`src/rtl/random_word_arbiter.sv`:
```
// random_word_arbiter: two-requester round-robin arbiter that assembles
// WORD_W-bit random words from a free-running external LFSR bit stream.
module random_word_arbiter #(
  parameter int          WORD_W = 8,
  parameter logic [31:0] SEED   = 32'hACE12024
) (
  input  logic              clock,
  input  logic              reset,
  input  logic [1:0]        req,
  output logic [1:0]        grant,
  output logic              rsp_valid,
  input  logic              rsp_ready,
  output logic              rsp_id,
  output logic [WORD_W-1:0] rsp_word,
  input  logic              reseed_req,
  input  logic [31:0]       reseed_value,
  output logic              reseed_ack,
  output logic [31:0]       lfsr_seed,
  output logic              lfsr_load_seed,
  input  logic              lfsr_bit
);

  localparam int CW = (WORD_W > 2) ? $clog2(WORD_W) : 1;
  localparam logic [CW-1:0] CNT_LAST = CW'(WORD_W - 1);

  typedef enum logic [2:0] {
    INIT,
    IDLE,
    LOAD,
    GATHER,
    PRESENT
  } state_t;

  state_t        state_q;
  logic          ptr_q;
  logic [CW-1:0] cnt_q;
  logic          win_d;
  logic [31:0]   seed_d;

  // Round-robin pick: pointer owner wins if asking, else the other one.
  always_comb begin
    win_d = ptr_q;
    if (!req[ptr_q]) begin
      win_d = ~ptr_q;
    end
  end

  // A zero seed would lock the LFSR, so fall back to the default.
  always_comb begin
    seed_d = reseed_value;
    if (reseed_value == 32'd0) begin
      seed_d = SEED;
    end
  end

  // Main FSM; every output is a register updated here.
  always_ff @(posedge clock or negedge reset) begin
    if (!reset) begin
      state_q        <= INIT;
      grant          <= 2'b00;
      rsp_valid      <= 1'b0;
      rsp_id         <= 1'b0;
      rsp_word       <= '0;
      reseed_ack     <= 1'b0;
      lfsr_load_seed <= 1'b0;
      lfsr_seed      <= SEED;
      ptr_q          <= 1'b0;
      cnt_q          <= '0;
    end else begin
      lfsr_load_seed <= 1'b0;
      reseed_ack     <= 1'b0;
      unique case (state_q)
        INIT: begin
          lfsr_load_seed <= 1'b1;
          lfsr_seed      <= SEED;
          state_q        <= IDLE;
        end
        IDLE: begin
          if (reseed_req) begin
            lfsr_load_seed <= 1'b1;
            reseed_ack     <= 1'b1;
            lfsr_seed      <= seed_d;
            state_q        <= LOAD;
          end else if (req != 2'b00) begin
            grant    <= win_d ? 2'b10 : 2'b01;
            rsp_id   <= win_d;
            cnt_q    <= '0;
            rsp_word <= '0;
            state_q  <= GATHER;
          end
        end
        LOAD: begin
          state_q <= IDLE;
        end
        GATHER: begin
          rsp_word <= {rsp_word[WORD_W-2:0], lfsr_bit};
          cnt_q    <= cnt_q + CW'(1);
          if (cnt_q == CNT_LAST) begin
            rsp_valid <= 1'b1;
            state_q   <= PRESENT;
          end
        end
        PRESENT: begin
          if (rsp_ready) begin
            rsp_valid <= 1'b0;
            grant     <= 2'b00;
            ptr_q     <= ~rsp_id;
            state_q   <= IDLE;
          end
        end
        default: begin
          state_q <= INIT;
        end
      endcase
    end
  end

endmodule
```
`config.mk`:
```
export PLATFORM = sky130hd
export DESIGN_NAME = random_word_arbiter
export DESIGN_NICKNAME = d
export VERILOG_FILES = /design/src/rtl/random_word_arbiter.sv
export SDC_FILE = /design/constraint.sdc
export NUM_CORES = 1
export LEC_CHECK = 0
export ABC_AREA = 1
export BUFFER_PORTS_ARGS = -buffer_cell sky130_fd_sc_hd__buf_2
export CORE_ASPECT_RATIO = 0.7
export CORE_MARGIN = 2
export CORE_UTILIZATION = 45
export DETAILED_ROUTE_END_ITERATION = 16
export PLACE_DENSITY = 0.76
export SLEW_MARGIN = 20
export SYNTH_ARGS = -nofsm -noshare
export SYNTH_HDL_FRONTEND = slang
export SYNTH_SLANG_ARGS = --single-unit
```
`constraint.sdc`:
```
create_clock -name clock -period 1.1 [get_ports clock]
set_input_delay 0.11 -clock clock [delete_from_list [all_inputs] [get_ports clock]]
set_output_delay 0.11 -clock clock [all_outputs]
set_load 0.05 [all_outputs]
```
# Word-level counts from Yosys, hierarchy flattened
# Index checks and enable logic that the tools add are counted.
# Widths: inputs -> output; s select.
dict set report op_classes {
  addsub 1
  n_mul 0
  n_div 0
  n_lt_le_gt_ge 1
  n_eq_ne 11
  n_shift 0
  muxes 28
  n_bitwise 3
  n_reduce_logical 15
}
# cell count
set ops {}
lappend ops {{$mux 32} 2}
lappend ops {{$pmux 32 s2} 1}
lappend ops {{$logic_not 32->1} 1}
lappend ops {{$mux 3} 6}
lappend ops {{$mux 8} 2}
lappend ops {{$pmux 8 s2} 1}
lappend ops {{$pmux 3 s4} 1}
lappend ops {{$reduce_and 3->1} 4}
lappend ops {{$ne 2x2->1 const B} 5}
lappend ops {{$reduce_bool 2->1} 5}
lappend ops {{$mux 2} 4}
lappend ops {{$mux 1} 7}
lappend ops {{$eq 3x2->1 const B} 2}
lappend ops {{$eq 3x3->1 const B} 2}
lappend ops {{$pmux 3 s2} 1}
lappend ops {{$pmux 1 s2} 2}
lappend ops {{$pmux 2 s2} 1}
lappend ops {{$reduce_and 2->1} 2}
lappend ops {{$reduce_and 4->1} 1}
lappend ops {{$add 3x1->3 const B} 1}
lappend ops {{$eq 3x1->1 const B} 1}
lappend ops {{$logic_not 3->1} 1}
lappend ops {{$ne 3x3->1 const B} 1}
lappend ops {{$not 1->1} 3}
lappend ops {{2 further kinds} 2}
dict set report word_totals {
  ff_bits 53
  latch_bits 0
  mem_bits_rw 0
  romBits 0
  inputBits 39
  out_inout_bits 46
  word_cells 69
  memories 0
}

# Depth between registers and ports, before layout
# Gate-level depths: netlist (run 1).
dict set report depth {
  depth_word 7
  mapped_depth 9
  depth_no_buf 8
}

# Worst setup path before layout (run 1)
# OpenSTA, ideal clock, no wires.
dict set report synth_timing {
  kind {flip-flop to flip-flop}
  start {reg state_q[2]}
  end {reg lfsr_seed[13]}
  setup_time_ns 0.076
  t_arrival_ns 1.166
  required_ns 1.024
  slack_ns -0.141
  stages_incl_launch_ff 10
  path_buffers 1
  synth_period_minus_slack_ns 1.241
  path_cell_list {dfrtp_1 inv_4 nand2_2 nor2_8 nand2_4 nand2_4 buf_6 nand2_2 nor2_1 nor2_1}
}
dict set report synth_between {
  elab_chain_len 3
  word_cells_on_any_way 6
  cone_classes {2 x eq/ne; 1 x mux; 3 x reduce/logical}
}
# item line_no
set synth_rtl {}
lappend synth_rtl {{from (decl)} 34} ;# state_t state_q;
lappend synth_rtl {{from (signal assigned)} 59} ;# state_q <= INIT;
lappend synth_rtl {{from (signal assigned)} 76} ;# state_q <= IDLE;
lappend synth_rtl {{from (signal assigned)} 83} ;# state_q <= LOAD;
lappend synth_rtl {{$eq 3x1->1 / $logic_not 3->1 (equally long branches)} 72} ;# unique case (state_q)
lappend synth_rtl {{$ne 2x2->1 (no line) / $reduce_bool 2->1 (equally long branches)} n/a}
lappend synth_rtl {{$reduce_and 2->1 (no line)} n/a}
lappend synth_rtl {{to (signal assigned)} 66} ;# lfsr_seed <= SEED;
lappend synth_rtl {{to (signal assigned)} 75} ;# lfsr_seed <= SEED;
lappend synth_rtl {{to (signal assigned)} 82} ;# lfsr_seed <= seed_d;
lappend synth_rtl {{to (decl)} 18} ;# output logic [31:0] lfsr_seed,
# Several ways; a longest one is shown, not always the timed one.
# A chain may end at the register's enable or synchronous reset.

# Worst setup path after layout (run 1)
dict set report layout_timing {
  start {reg state_q[1]}
  end {reg lfsr_seed[29]}
}
# The elaborated chain is that of the path after synthesis.

==> impl_metrics.csv, run 1 <==
group,metric,value,unit
timing,relSlewSlack,0.7970,
cts,path_clk_slew,0.09,ns
timing,hold-worst-slack,0.02265,ns
critical_path,crit_path_max_fanout,8,
timing,final.setup.worst_slack,-0.1962,ns
synthesis,syn_inst,294,
drt,wl_per_cell,14.03,µm
die,rows,22,
worst_hold_path,hp-class,"in -> reg",
drt,ant_nets,0,
layout,areaGrowthSynthToFinish,45.14,%
drt,drcViolationCount,0,
cts,htree_levels,2,
die,dieArea,0.006054,mm²
pwr,power-per-cell-area,3348,mW/mm²
cts,cts_root_buf,"clkbuf_8",
die,core_area,0.005230,mm²
cts,cts.sink_count,53,
drt,dr.pass1.iters,5,
placement,port_buffers,84,
critical_path,critical_path_required,1.34,ns
timing,hold_violations,0,
cts,cts_buffer_depth,2,
synthesis,synthTopCellsByCount,"nor2_1 (71), nand2_1 (52), nand3_1 (49), dfrtp_1 (42), inv_1 (17)",
synthesis,syn_area,0.002447,mm²
layout,seq_area,0.001343,mm²
layout,num_antenna_cells,0,
timing,tightest_slew,0.3037,ns
critical_path,cp_slowest_cell,"dfrtp_2",
cts,cts_buffers,5,
critical_path,path_cells,"inv_2 -> nand2_2 -> inv_2 -> nand2_4 -> nand2_8 -> buf_12 -> nand2_2 -> nor2_1 -> nor2_1",
pwr,ir_drop,1355,µV
layout,n_fill_cell,424,
grt,grt_start_max_net_pins,54,
timing,setup_violations,62,
synthesis,yosysTopAreaCell,"dfrtp_1",
critical_path,crit_arrival,1.53,ns
synthesis,yosys_warnings,0,
synthesis,synthMostInstantiatedCell,"nor2_1",
synthesis,synth_flop_cell,"dfrtp_1",
layout,final_nets,447,
grt,grt_first_pass_wirelength,10.79,mm
grt,groute.usage.overall,0.2296,
cts,cts_tree,"built",
synthesis,synth_area_per_cell,8.324,µm²
timing,fin_crit,1.296,ns
critical_path,critPathKind,"reg -> reg",
cts,clk_latency,0.30,ns
synthesis,synth.distinct_cells,22,
placement,gp_congestion,0.8378,
drt,viasPerCell,4.998,
synthesis,yosysSeqAreaShare,0.5475,
timing,fmax,771.5,MHz
pwr,p_leak,1.910,nW
synthesis,synth_edf_count,0,
layout,drive_above_1_share,0.4275,
timing,skew,0.004303,ns
grt,grt_pass1_vias,2352,
job,cap_viol_max_count,0,
die,die_y,65.70,µm
grt,overflow,0,
run_status,failed_checks,"setup timing",
drt,drt_wl_total,6.719,mm
run_status,run_status,"finished with violations",
die,io_pins,85,
die,fp.dieW,92.15,µm
synthesis,synth_top_area_share,0.4294,
drt,drtIter0Drc,129,
grt,antenna_found_initial,0,
timing,slew_viol_final,0,
critical_path,slowest_delay,0.46,ns
synthesis,ys_ff_latch,53,
synthesis,synth_async_sr_flop_share,1.000,
layout,multiInputGateArea,0.001055,mm²
critical_path,end_kind,"flip-flop",
timing,rsz0062_at_grt,"true",
die,initial_utilization,0.4679,
synthesis,yosys-top-cells-area,"dfrtp_1 (43%), dfstp_2 (12%), nor2_1 (11%), nand3_1 (10%), nand2_1 (8.0%)",
critical_path,start_kind,"flip-flop",
drt,vias,2394,
synthesis,syn_nets,335,
timing,finalCritPeriodShare,1.178,
timing,tns,-6.978,ns
placement,dp_hpwl,4.622,mm
## placed cells by master (no fill, tap or decap), drive strengths merged
cell and count:
a21oi 3, or2 1, buf 112, nor2 72
dfstp 11, o21ai 9, nor3 1, inv 20
dfrtp 42, nand2 64, ha 2, clkbuf 13
dlygate4sd3 1, o22ai 7, nand3 49
## layer usage
metal	global-route usage	wire [µm]	vias to the layer above
met1	0.3148	3089	1148
met3	0.03555	361	5
met4	0.06903	65	0
met5	0	0	-
li1	-	-	1159
met2	0.3814	3203	82
## report_power, final
part	internal [W]	switching [W]
Combinational	0.00266	0.00476
Clock	0.000515	0.000597
Sequential	0.00284	0.000519
Total	0.00602	0.00587
## stage by stage
step                instances  power, W  setup WS, ns  area (µm²)  utilization
floorplan                 294  0.007733       -0.1239        2465            -
global placement          463  0.009424       -0.1206        3144       0.6012
detailed placement        463  0.009574       -0.1825        3144       0.6012
CTS                       475   0.01139       -0.1792        3411       0.6522
global route              479   0.01265       -0.2730        3552       0.6792
finish                    479   0.01189       -0.1962        3552       0.6792
## worst paths after layout
| path | to | slack [ns] | cells after the start | start |
|---|---|---|---|---|
| worst min register to register | lfsr_seed[7]$_DFFE_PN0P_ | 0.51 | 2 | lfsr_seed[7]$_DFFE_PN0P_ |
| worst max-delay path | lfsr_seed[29]$_DFFE_PN1P_ | -0.20 | 9 | state_q[1]$_DFFE_PN0P_ |
| worst max register to register | lfsr_seed[29]$_DFFE_PN1P_ | -0.20 | 9 | state_q[1]$_DFFE_PN0P_ |
| worst min-delay path | rsp_word[0]$_DFFE_PN0P_ | 0.02 | 3 | lfsr_bit |
| max in group asynchronous | lfsr_seed[2]$_DFFE_PN1P_ | 0.47 | 3 | reset |
| min in group asynchronous | reseed_ack$_DFF_PN0_ | 0.34 | 3 | reset |
## final cells by class
| cell class | instances | area share |
|---|---|---|
| repair buffers | 118 | 0.2526 |
| clock buffers | 8 | 0.02536 |
| multi-input cells | 208 | 0.2969 |
| inverters | 20 | 0.02184 |
| flip-flops and latches | 53 | 0.3780 |
| well taps | 72 | 0.02536 |
## flip-flops by register name, summed over array words and instances (netlist names), 2 cells and up
register,cells
cnt_q,3
grant,2
lfsr_seed,32
rsp_word,8
state_q,3
## worst max-delay path: cells and delay by family (launching register included)
family | cells | cell delay (ns)
buffers and inverters | 3 | 0.30
and+or+nand+nor | 6 | 0.46
DFF | 1 | 0.46
## timing repair
item / CTS / global route
hold buffers: 1 / 0
gates cloned: 1 / 1
pin swaps: 9 / 7
endpoints found under the hold margin: 42 / 0
gates resized for setup: 39 / 31
setup endpoints to repair: 62 / 68
buffers inserted: 2 / 3
## kinds of logic after synthesis
kind of cell | Yosys count | share of synthesized area
simple gates | 187 | 0.3384
flops | 53 | 0.5475
buf+inv | 33 | 0.06135
compound gates | 19 | 0.04243
fa+ha+maj | 2 | 0.01022
Note: power is estimated with default switching activity, not from simulation.
==> inputs of run 2 (changes only) <==
--- a/config.mk
+++ b/config.mk
@@ -11,7 +11,7 @@
 export CORE_MARGIN = 2
 export CORE_UTILIZATION = 45
 export DETAILED_ROUTE_END_ITERATION = 16
-export PLACE_DENSITY = 0.76
+export PLACE_DENSITY = 0.82
 export SLEW_MARGIN = 20
 export SYNTH_ARGS = -nofsm -noshare
 export SYNTH_HDL_FRONTEND = slang
==> run 2 against run 1 <==
  * The flow still finishes with violations (setup timing)
  * Global-route usage down 0.28 points
  * Maximum frequency down 7.0%
  * Design area is 4.0% higher
  * Combinational power is 7.1% higher
  * Flip-flop and latch count unchanged
  * Non-clock buffer count up 6
  * Worst setup slack lost 0.097 ns
  * Routed wire length grew 5.6%
  * Count of clock-buffer cells in the layout stayed put
  * Die area did not move
  * Total power rose by 4.1%
  * Critical path depth fell by 1
  * Highest routed layer unchanged
==> impl_metrics.csv, run 2 (synthesis gave the netlist of run 1 again) <==
group,metric,value,unit
critical_path,critPathKind,"reg -> reg",
layout,n_fill_cell,409,
layout,areaGrowthSynthToFinish,50.97,%
run_status,failed_checks,"setup timing",
die,fp.dieW,92.15,µm
layout,final_common_cell,"buf_2",
critical_path,cp.buffers_inverters,3,
layout,largestRegisters,"lfsr_seed x32, rsp_word x8",
drt,drt_wl_total,7.096,mm
timing,relSlewSlack,0.7622,
timing,skew,0.008486,ns
pwr,power-per-cell-area,3350,mW/mm²
layout,multiInputGateArea,0.001127,mm²
timing,hold-worst-slack,0.02993,ns
die,dieArea,0.006054,mm²
layout,regMostFlops,"lfsr_seed",
drt,drtIter0Drc,156,
pwr,finalPower,0.01238,W
placement,place_area,0.003124,mm²
grt,grt_pass1_vias,2241,
drt,wl_per_cell,14.63,µm
cts,htree_levels,2,
run_status,run_status,"finished with violations",
die,rows,22,
grt,antenna_found_initial,0,
drt,viasPerCell,5.089,
cts,cts_tree,"built",
drt,vias,2468,
cts,cts_buffers,5,
critical_path,r2r_slack,-0.29,ns
layout,drive_above_1_share,0.4600,
placement,post-place-ws,-0.1829,ns
pwr,p_leak,1.982,nW
timing,fin_crit,1.393,ns
layout,final_nets,453,
die,initial_utilization,0.4679,
die,die_y,65.70,µm
critical_path,path_cells,"inv_4 -> buf_4 -> nand3_1 -> buf_4 -> nor2_1 -> nand2_2 -> nor2_2 -> nor2_1",
layout,seq_area,0.001343,mm²
critical_path,cp_slowest_cell,"dfrtp_1",
grt,overflow,0,
timing,finalCritPeriodShare,1.267,
pwr,ir_drop,1617,µV
critical_path,slowest_delay,0.40,ns
layout,num_antenna_cells,0,
critical_path,critical_path_required,1.33,ns
timing,rsz0062_at_grt,"true",
critical_path,crit_path_max_fanout,11,
cts,cts_buffer_depth,2,
timing,slew_viol_final,0,
drt,dr.pass1.iters,4,
placement,dp_hpwl,4.609,mm
layout,final_core_util,0.7065,
critical_path,end_kind,"flip-flop",
timing,fmax,717.7,MHz
cts,cts_root_buf,"clkbuf_8",
drt,drcViolationCount,0,
grt,grt_start_max_net_pins,54,
cts,clk_latency,0.30,ns
grt,groute.usage.overall,0.2268,
timing,hold_violations,0,
cts,path_clk_slew,0.09,ns
die,core_area,0.005230,mm²
timing,setup_violations,63,
timing,final.setup.worst_slack,-0.2933,ns
critical_path,start_kind,"flip-flop",
drt,ant_nets,0,
timing,tightest_slew,0.3557,ns
critical_path,crit_arrival,1.63,ns
worst_hold_path,hp-class,"in -> reg",
layout,largest_reg_flops,32,
cts,cts.sink_count,53,
layout,final_cell_mix,"buf_2 (73), nor2_1 (60), nand2_1 (45)",
critical_path,critical_path.top_delay_family,"simple AND/OR/NAND/NOR gates",
job,cap_viol_max_count,0,
grt,grt_first_pass_wirelength,10.65,mm
layout,design_area,0.003695,mm²
placement,gp_congestion,0.8375,
die,io_pins,85,
placement,port_buffers,84,
==> run 2: layout make-up <==
cell class / instances / area share
flip-flops and latches: 53 / 0.3634
multi-input cells: 208 / 0.3051
repair buffers: 124 / 0.2645
well taps: 72 / 0.02438
clock buffers: 8 / 0.02167
inverters: 20 / 0.02100
==> run 2: worst paths after layout <==
kind / from / end / cells after the start
worst max-delay path: state_q[2]$_DFFE_PN0P_ / lfsr_seed[29]$_DFFE_PN1P_ / 8
worst min-delay path: lfsr_bit / rsp_word[0]$_DFFE_PN0P_ / 3
worst max register to register: state_q[2]$_DFFE_PN0P_ / lfsr_seed[29]$_DFFE_PN1P_ / 8
worst min register to register: grant[1]$_DFFE_PN0P_ / grant[1]$_DFFE_PN0P_ / 2
max in group asynchronous: reset / lfsr_seed[29]$_DFFE_PN1P_ / 3
min in group asynchronous: reset / rsp_word[1]$_DFFE_PN0P_ / 3
==> run 2: worst register-to-register path, cell delays in order (launching register included) <==
cell,delay (ns)
dfrtp_1,0.40
inv_4,0.09
buf_4,0.11
nand3_1,0.13
buf_4,0.22
nor2_1,0.17
nand2_2,0.08
nor2_2,0.08
nor2_1,0.05
==> run 2: timing repair <==
| item | in CTS | in global routing |
|---|---|---|
| hold buffers | 1 | 0 |
| endpoints found under the setup margin | 62 | 64 |
| pin swaps | 1 | 18 |
| cloned | 1 | 3 |
| gates resized for setup | 51 | 40 |
| hold endpoints to repair | 42 | 0 |
| buffers inserted | 5 | 6 |
==> run 2: stage by stage <==
stage / TNS [ns] / instances
final: -10.33 / 485
after global routing: -13.89 / 485
after CTS: -6.161 / 477
after global placement: -4.123 / 462
after detailed placement: -6.190 / 462
after floorplan: -3.328 / 294
==> run 2: metal layers <==
metal / share of wire / track usage
met5: 0 / 0
met3: 0.074 / 0.05161
met1: 0.44 / 0.3120
met2: 0.48 / 0.3704
met4: 0.012 / 0.05224
==> run 2: power by group <==
group | switching [W] | internal [W]
clock network | 0.000597 | 0.000454
logic | 0.00498 | 0.00297
registers | 0.000529 | 0.00284
total | 0.00611 | 0.00627
==> inputs of run 3 (changes only) <==
--- a/config.mk
+++ b/config.mk
@@ -7,11 +7,12 @@
 export LEC_CHECK = 0
 export ABC_AREA = 1
 export BUFFER_PORTS_ARGS = -buffer_cell sky130_fd_sc_hd__buf_2
-export CORE_ASPECT_RATIO = 0.7
+export CORE_ASPECT_RATIO = 1.75
 export CORE_MARGIN = 2
 export CORE_UTILIZATION = 45
 export DETAILED_ROUTE_END_ITERATION = 16
 export PLACE_DENSITY = 0.82
+export RECOVER_POWER = 25
 export SLEW_MARGIN = 20
 export SYNTH_ARGS = -nofsm -noshare
 export SYNTH_HDL_FRONTEND = slang
==> run 3 against run 2 <==
  * The run still ends with setup timing left
  * Critical path depth rose by 1
  * Largest power group unchanged
  * Final cell count down 6.2%
  * Largest cell class unchanged
  * Highest routed layer unchanged
  * Count of clock-buffer cells in the layout shrank 2
==> impl_metrics.csv, run 3 (synthesis gave the netlist of run 1 again) <==
group,metric,value,unit
worst_hold_path,hp-class,"in -> reg",
pwr,finalPower,0.01185,W
layout,design_area,0.003518,mm²
drt,dr.pass1.iters,4,
cts,path_clk_slew,0.09,ns
timing,finalCritPeriodShare,1.168,
job,cap_viol_max_count,0,
pwr,power_switching,0.005829,W
die,core_area,0.005255,mm²
drt,met1_length,2.427,mm
layout,final_core_util,0.6695,
grt,overflow,0,
die,initial_utilization,0.4657,
drt,wl_per_cell,14.02,µm
layout,largestRegisters,"lfsr_seed x32, rsp_word x8",
drt,vias,2324,
pwr,p_leak,1.878,nW
critical_path,end_kind,"flip-flop",
timing,slew_viol_final,0,
pwr,pwr-share-comb,0.600,
timing,fmax,778.1,MHz
cts,clk_latency,0.31,ns
layout,largest_reg_flops,32,
grt,antenna_found_initial,0,
layout,final_common_cell,"buf_2",
pwr,power-per-cell-area,3368,mW/mm²
grt,groute.usage.overall,0.2173,
timing,rsz0062_at_grt,"true",
run_status,run_status,"finished with violations",
critical_path,critical_path_required,1.34,ns
timing,fin_crit,1.285,ns
critical_path,critPathKind,"reg -> reg",
grt,grt_first_pass_wirelength,10.14,mm
drt,ant_nets,0,
layout,final_cell_mix,"buf_2 (71), nor2_1 (63), nand2_1 (47)",
cts,cts_buffer_depth,2,
pwr,clockPowerShare,0.116,
placement,gp_congestion,0.8756,
die,die_y,101.6,µm
layout,final_nets,440,
timing,tightest_slew,0.6642,ns
timing,hold-worst-slack,0.02094,ns
drt,routed-wl-met2,3.467,mm
cts,htree_levels,2,
run_status,failed_checks,"setup timing",
layout,areaGrowthSynthToFinish,43.76,%
cts,cts_root_buf,"clkbuf_8",
placement,place_area,0.003085,mm²
cts,cts.sink_count,53,
placement,port_buffers,84,
pwr,ir_drop,1831,µV
timing,relSlewSlack,0.5572,
layout,num_antenna_cells,0,
timing,setup_violations,62,
layout,drive_above_1_share,0.4325,
cts,cts_buffers,5,
die,rows,35,
drt,drtIter0Drc,103,
drt,drt_wl_total,6.379,mm
drt,drcViolationCount,0,
critical_path,crit_path_max_fanout,12,
placement,dp_hpwl,4.512,mm
pwr,swShare,0.4919,
pwr,seqPwrFrac,0.284,
critical_path,crit_arrival,1.52,ns
grt,grt_pass1_vias,2269,
drt,wl_met3,316,µm
critical_path,start_kind,"flip-flop",
die,io_pins,85,
layout,seq_area,0.001343,mm²
layout,n_fill_cell,434,
drt,viasPerCell,5.108,
layout,regMostFlops,"lfsr_seed",
cts,cts_tree,"built",
drt,routed.top_layer,"met4",
layout,multiInputGateArea,0.001106,mm²
timing,hold_violations,0,
die,fp.dieW,59.75,µm
die,dieArea,0.006067,mm²
grt,grt_start_max_net_pins,54,
timing,final.setup.worst_slack,-0.1852,ns
pwr,intPower,0.006021,W
timing,skew,0.008696,ns
[run 3: final timing paths]
| check | start | end | slack, ns | cells after the start |
|---|---|---|---|---|
| worst max-delay path | state_q[2]$_DFFE_PN0P_ | lfsr_seed[22]$_DFFE_PN1P_ | -0.19 | 9 |
| worst min-delay path | lfsr_bit | rsp_word[0]$_DFFE_PN0P_ | 0.02 | 3 |
| worst max register to register | state_q[2]$_DFFE_PN0P_ | lfsr_seed[22]$_DFFE_PN1P_ | -0.19 | 9 |
| worst min register to register | grant[1]$_DFFE_PN0P_ | grant[1]$_DFFE_PN0P_ | 0.51 | 2 |
| max in group asynchronous | reset | state_q[0]$_DFFE_PN0P_ | 0.18 | 3 |
| min in group asynchronous | reset | ptr_q$_DFFE_PN0P_ | 0.44 | 3 |
[run 3: final cells by class]
cell class / count / area share
Timing Repair Buffer: 111 / 0.2283
Clock buffer: 6 / 0.02347
Sequential cell: 53 / 0.3816
Multi-Input combinational cell: 208 / 0.3144
Tap cell: 55 / 0.01956
Inverter: 20 / 0.02205
Clock inverter: 2 / 0.01067
[run 3: power groups by stage]
stage	Clock (W)	Sequential (W)	Combinational [W]
final	0.00137	0.00336	0.00711
after global routing	0.00147	0.00344	0.00765
after CTS	0.00140	0.00335	0.00658
after detailed placement	0	0.00328	0.00610
after global placement	0	0.00326	0.00600
after floorplan	0	0.00548	0.00226
[run 3: repair_timing]
item | in CTS | in global routing
buffers inserted | 1 | 3
resized for setup | 44 | 33
pin swaps | 0 | 12
setup endpoints to repair | 63 | 66
gates cloned | 0 | 1
hold endpoints to repair | 42 | 0
hold buffers | 1 | 0
[run 3: through the flow]
stage / setup slack, ns / TNS, ns / cells
floorplan: -0.1239 / -3.328 / 294
global placement: -0.1356 / -4.573 / 441
detailed placement: -0.1723 / -6.590 / 441
CTS: -0.1816 / -6.483 / 451
global route: -0.2629 / -10.70 / 455
finish: -0.1852 / -6.896 / 455
[run 3: worst max-delay path, cell delays in order (launching register included)]
cell,delay (ns)
dfrtp_1,0.41
inv_4,0.11
nand2_4,0.07
nor2_8,0.11
nand2_4,0.09
nand2_8,0.10
buf_12,0.13
nand2_1,0.05
nor2_1,0.10
nor2_1,0.06
[run 3: routing by layer]
layer  vias to the layer above  global-route usage
met5                         -                   0
met4                         0             0.08889
met3                        16             0.04215
met2                        77              0.3679
met1                      1092              0.2643
li1                       1139                   -
